[src/rtl/pyon_pkg.sv]
// Shared types and constants for the race-course box generator: FSM states,
// LFSR geometry (16-bit Fibonacci, taps 0/2/3/5) and the default seed.
package pyon_pkg;

  typedef enum logic [1:0] {
    ST_IDLE,
    ST_FILL,
    ST_RUN,
    ST_DONE
  } state_e;

  localparam int                LFSR_W       = 16;
  localparam logic [LFSR_W-1:0] LFSR_TAPS    = 16'h002D;
  localparam logic [LFSR_W-1:0] DEFAULT_SEED = 16'hACE1;

  function automatic logic lfsr_feedback(input logic [LFSR_W-1:0] l);
    return ^(l & LFSR_TAPS);
  endfunction

endpackage

[src/rtl/lfsr16.sv]
// 16-bit Fibonacci LFSR that advances only when a bit is consumed.
// out_bit is the current LSB, i.e. the bit handed out by the next step.
module lfsr16
  import pyon_pkg::*;
(
  input  logic              clk,
  input  logic              resetn,
  input  logic [LFSR_W-1:0] seed,
  input  logic              step,
  output logic              out_bit
);

  logic [LFSR_W-1:0] lfsr_q, lfsr_d;
  logic [LFSR_W-1:0] seed_eff;

  // An all-zero state would lock the register, so it is mapped to 1.
  assign seed_eff = (seed == '0) ? LFSR_W'(1) : seed;

  always_comb begin
    lfsr_d = lfsr_q;
    if (step) begin
      lfsr_d = {lfsr_feedback(lfsr_q), lfsr_q[LFSR_W-1:1]};
    end
  end

  always_ff @(posedge clk or negedge resetn) begin
    if (!resetn) begin
      lfsr_q <= seed_eff;
    end else begin
      lfsr_q <= lfsr_d;
    end
  end

  assign out_bit = lfsr_q[0];

endmodule

[src/rtl/box_shifter.sv]
// Race-course window of left/right boxes, advanced once per correctkey rising edge.
// Define BOX_SHIFTER_SYNC_EN to put a 2-flop synchronizer in front of the edge detector.
module box_shifter
  import pyon_pkg::*;
#(
  parameter  int                DEPTH     = 8,
  parameter  int                TRACK_LEN = 64,
  parameter  logic [LFSR_W-1:0] SEED      = DEFAULT_SEED,
  localparam int                REM_W     = $clog2(TRACK_LEN + 1)
) (
  input  logic             clk,
  input  logic             resetn,
  input  logic             start,
  input  logic             enable,
  input  logic             correctkey,
  output logic             box,
  output logic [DEPTH-1:0] boxes,
  output logic [REM_W-1:0] remaining,
  output logic             running,
  output logic             finished,
  output logic             advance
);

  localparam int CNT_W = $clog2(DEPTH);

  state_e             state_q, state_d;
  logic [DEPTH-1:0]   boxes_q, boxes_d;
  logic [REM_W-1:0]   remaining_q, remaining_d;
  logic [CNT_W-1:0]   fill_cnt_q, fill_cnt_d;
  logic               advance_q, advance_d;
  logic               delay_q;
  logic               key_s;
  logic               key_edge;
  logic               consume;
  logic               lfsr_bit;

`ifdef BOX_SHIFTER_SYNC_EN
  logic sync1_q, sync2_q;

  always_ff @(posedge clk or negedge resetn) begin
    if (!resetn) begin
      sync1_q <= 1'b0;
      sync2_q <= 1'b0;
    end else begin
      sync1_q <= correctkey;
      sync2_q <= sync1_q;
    end
  end

  assign key_s = sync2_q;
`else
  assign key_s = correctkey;
`endif

  // The delay flop follows the key unconditionally so a held key never re-fires.
  always_ff @(posedge clk or negedge resetn) begin
    if (!resetn) begin
      delay_q <= 1'b0;
    end else begin
      delay_q <= key_s;
    end
  end

  assign key_edge = key_s & ~delay_q;

  lfsr16 u_lfsr (
    .clk     (clk),
    .resetn  (resetn),
    .seed    (SEED),
    .step    (consume),
    .out_bit (lfsr_bit)
  );

  always_comb begin
    state_d     = state_q;
    boxes_d     = boxes_q;
    remaining_d = remaining_q;
    fill_cnt_d  = fill_cnt_q;
    advance_d   = 1'b0;
    consume     = 1'b0;

    if (start) begin
      state_d     = ST_FILL;
      boxes_d     = '0;
      remaining_d = REM_W'(TRACK_LEN);
      fill_cnt_d  = '0;
    end else begin
      case (state_q)
        ST_FILL: begin
          consume    = 1'b1;
          fill_cnt_d = fill_cnt_q + 1'b1;
          if (fill_cnt_q == CNT_W'(DEPTH - 1)) begin
            state_d    = ST_RUN;
            fill_cnt_d = '0;
          end
        end
        ST_RUN: begin
          if (key_edge && enable && (remaining_q != '0)) begin
            consume     = 1'b1;
            remaining_d = remaining_q - REM_W'(1);
            advance_d   = 1'b1;
            if (remaining_q == REM_W'(1)) begin
              state_d = ST_DONE;
            end
          end
        end
        default: begin
        end
      endcase
    end

    if (consume) begin
      boxes_d = {lfsr_bit, boxes_q[DEPTH-1:1]};
    end
  end

  always_ff @(posedge clk or negedge resetn) begin
    if (!resetn) begin
      state_q     <= ST_IDLE;
      boxes_q     <= '0;
      remaining_q <= '0;
      fill_cnt_q  <= '0;
      advance_q   <= 1'b0;
    end else begin
      state_q     <= state_d;
      boxes_q     <= boxes_d;
      remaining_q <= remaining_d;
      fill_cnt_q  <= fill_cnt_d;
      advance_q   <= advance_d;
    end
  end

  assign box       = boxes_q[0];
  assign boxes     = boxes_q;
  assign remaining = remaining_q;
  assign running   = (state_q == ST_RUN);
  assign finished  = (state_q == ST_DONE);
  assign advance   = advance_q;

endmodule

[config.mk]
export PLATFORM = sky130hd
export DESIGN_NAME = box_shifter
export DESIGN_NICKNAME = d
export VERILOG_FILES = /design/src/rtl/pyon_pkg.sv /design/src/rtl/lfsr16.sv /design/src/rtl/box_shifter.sv
export SDC_FILE = /design/constraint.sdc
export NUM_CORES = 1
export LEC_CHECK = 0
export BUFFER_PORTS_ARGS = -buffer_cell sky130_fd_sc_hd__buf_4
export CAP_MARGIN = 20
export CORE_MARGIN = 2
export CORE_UTILIZATION = 60
export DETAILED_ROUTE_END_ITERATION = 8
export GPL_TIMING_DRIVEN = 0
export PLACE_DENSITY = 0.82
export SLEW_MARGIN = 40
export SYNTH_ARGS = -nofsm -noshare
export SYNTH_HDL_FRONTEND = slang
export SYNTH_SLANG_ARGS = --single-unit
[constraint.sdc]
create_clock -name clk -period 4.85 [get_ports clk]
set_clock_uncertainty 0.1 [all_clocks]
set_input_delay 0.485 -clock clk [delete_from_list [all_inputs] [get_ports clk]]
set_output_delay 0.485 -clock clk [all_outputs]
set_load 0.02 [all_outputs]
==> impl_metrics.ini <==
[timing]
finalSetupViolations = 0
hold_viol = 0
relSlewSlack_pct = 66.53
fmax_mhz = 392.0
worstMarginPinSlew_ns = 0.4894
finalCritPeriodShare_pct = 52.60
slew_viol_final = 0
rsz0062_at_grt = no
setup_tns_ns = 0
finalCriticalPeriod_ns = 2.551

[setup_path]
required_ns = 4.98
cp-start-kind = flip-flop
end_kind = flip-flop
slowest_delay_ns = 0.47
crit_type = flip-flop to flip-flop
crit_arrival_ns = 2.68
critPathMaxFanout = 10
path_cells = inv_1 -> ha_1 -> nor2b_1 -> a211o_2 -> a211oi_4 -> buf_6 -> mux2_2
r2r_cells = 7
crit_slowest_cell = a211oi_4

[finish]
antennaDiodeCount = 0
drive_above_1_share_pct = 38.29
synthToLayoutAreaGrowth_pct = 15.61
final_nets = 187
fin_area_um2 = 2085
final_cells = 206

[floorplanning]
die-area_um2 = 3459
core_um2 = 2805
io_pins = 24
start_util_pct = 64.27
dieWidth_um = 58.82
rows = 19
die_h_um = 58.82

[cts]
cts_hold_buf = 1
cts_tree = done
post_cts_buffers = 0
clock_path_buffers = 2
postCtsResizedCells = 0
numCtsBuffers = 5
cts_root_buf = clkbuf_4
clk_latency_ns = 0.35
cts_max_level = 2
clk_pin_slew_ns = 0.09
cts_sinks = 38

[power]
p_clk_share_pct = 32.2
p_per_area_nw_per_um2 = 251.1
p_int_uw = 404.5
ir_worst_vdd_uv = 256.3
p_switching_uw = 119.0
switching_share_pct = 22.74
leakagePower_nw = 1.017
p_seq_share_pct = 61.5
power.share.combinational_pct = 6.2

[detailed_routing]
first_pass_iters = 6
dr.first_iter.drc_count = 34
wl_per_cell_um = 13.59
wirelength_um = 2800
num_vias = 1132
viasPerCell = 5.495
drtAntennaViolNets = 0
drc = 2

[logic_synthesis]
ys_types = 39
synth-async-reset-ratio_pct = 100.0
synth_nets = 156
synthCells = 143
avgSynthCellArea_um2 = 12.61
synth_top_area_share_pct = 41.64
netlist_top_cells_count = 30 x dfrtp_1, 16 x mux2_2, 11 x mux2i_1
yosys_register_bits = 38
yosysSeqAreaShare_pct = 53.30
synth_area_um2 = 1803
ys.flop_type = dfrtp_1
ys_warn_count = 0
post-synth-top-area-cell = dfrtp_1
synth.area.top_cells = dfrtp_1 42%, dfstp_2 12%, mux2_2 10%, mux2i_1 6.1%, ha_1 5.6%
yosysMostFrequentCell = dfrtp_1
synth-edff-count = 0

[place]
place.gp.congestion = 0.8224
port_buffers = 23
placed_area_um2 = 2014
dp_hpwl_um = 2060
place_inst = 197

[flow_run]
drv_cap = 0

[grt]
grt.overflow.total = 0
grt_max_degree = 39
antenna_found_initial = 0
first_global_vias = 1167
grt_usage_pct = 19.94
grt_pass1_wl_um = 5064

[worst_hold_path]
hp-class = primary input to flip-flop
hold-path-cell-count = 1

[outcome]
violations = design-rule violations
status = finished with violations
==> final timing paths <==
kind	slack (ns)	startpoint	to
max	2.30	remaining[0]	u_lfsr.lfsr_q[9]
min	0.16	correctkey	delay_q
min in group asynchronous	0.52	resetn	remaining[3]
max in group asynchronous	3.78	resetn	u_lfsr.lfsr_q[6]
min reg2reg	0.41	u_lfsr.lfsr_q[9]	u_lfsr.lfsr_q[8]
max reg2reg	2.30	remaining[0]	u_lfsr.lfsr_q[9]
==> power groups by stage <==
| stage | combinational (mW) | sequential [mW] | clock [mW] |
|---|---|---|---|
| 6_report | 0.0326 | 0.322 | 0.169 |
| 2_1_floorplan | 0.0198 | 0.327 | 0 |
| 5_1_grt | 0.0375 | 0.323 | 0.189 |
| 4_1_cts | 0.0339 | 0.322 | 0.176 |
| 3_3_place_gp | 0.0316 | 0.328 | 0 |
| 3_5_place_dp | 0.0332 | 0.328 | 0 |
==> stage by stage <==
step | hold WS [ns] | power (mW) | util, % | worst slack, ns
finish | 0.1629 | 0.5235 | 74.31 | 2.299
global route | 0.1402 | 0.5491 | 74.31 | 2.120
CTS | 0.1424 | 0.5320 | 74.31 | 2.269
detailed placement | 0.3708 | 0.3611 | 71.81 | 2.277
global placement | 0.3630 | 0.3592 | 71.81 | 2.379
floorplan | 0.08941 | 0.3472 | - | 2.374
==> registers in the layout, summed over array words and instances, names as in the netlist <==
register / cells
advance: 1
boxes: 8
delay_q: 1
fill_cnt_q: 3
remaining: 7
state_q: 2
u_lfsr.lfsr_q: 16
==> layer usage <==
metal,share of wire (%),global-route usage [%],vias up
li1,-,-,562
met1,44,24.30,543
met2,49,31.27,18
met3,3.4,6.154,9
met4,3.3,11.69,0
met5,0,0,-
==> logic make-up (layout without fill, tap and decap cells) <==
kind of cell    count (synthesis)  count (layout)  synth area share [%]
buf+inv                        13              45                 3.816
simple gates                   31              31                 10.13
xor+xnor                        6               6                 2.915
fa+ha+maj                       8               8                 5.552
mux                            27              27                 16.10
flops                          38              38                 53.30
compound gates                 20              20                 8.190
==> area by class of cell <==
type	instances	area, um^2
buffer	6	42.54
clock buffer	7	55.05
clock inverter	1	5.005
fill	205	720.7
inverter	7	26.28
multi-input combinational	92	773.2
sequential	38	960.9
tap	31	38.79
timing repair buffer	24	182.7
==> layout by cell type (no fill, tap or decap), types with 3 or more instances in the layout <==
cell	n
dfrtp_1	30
buf_4	24
mux2_2	16
mux2i_1	11
nand2b_1	10
nor2_1	9
ha_1	8
dfstp_2	8
inv_1	6
a21oi_1	6
xnor2_1	5
clkbuf_4	5
clkbuf_1	3
a211oi_1	3
==> critical path: cells and delay by family (launching register included) <==
family | cells | cell delay [ns]
AO/OA/AOI/OAI | 2 | 0.88
adder cells (fa/ha/maj) | 1 | 0.21
buffers and inverters | 2 | 0.31
flip-flops | 1 | 0.44
multiplexers | 1 | 0.34
AND/OR/NAND/NOR | 1 | 0.18
(Power assumes the default switching activity.)
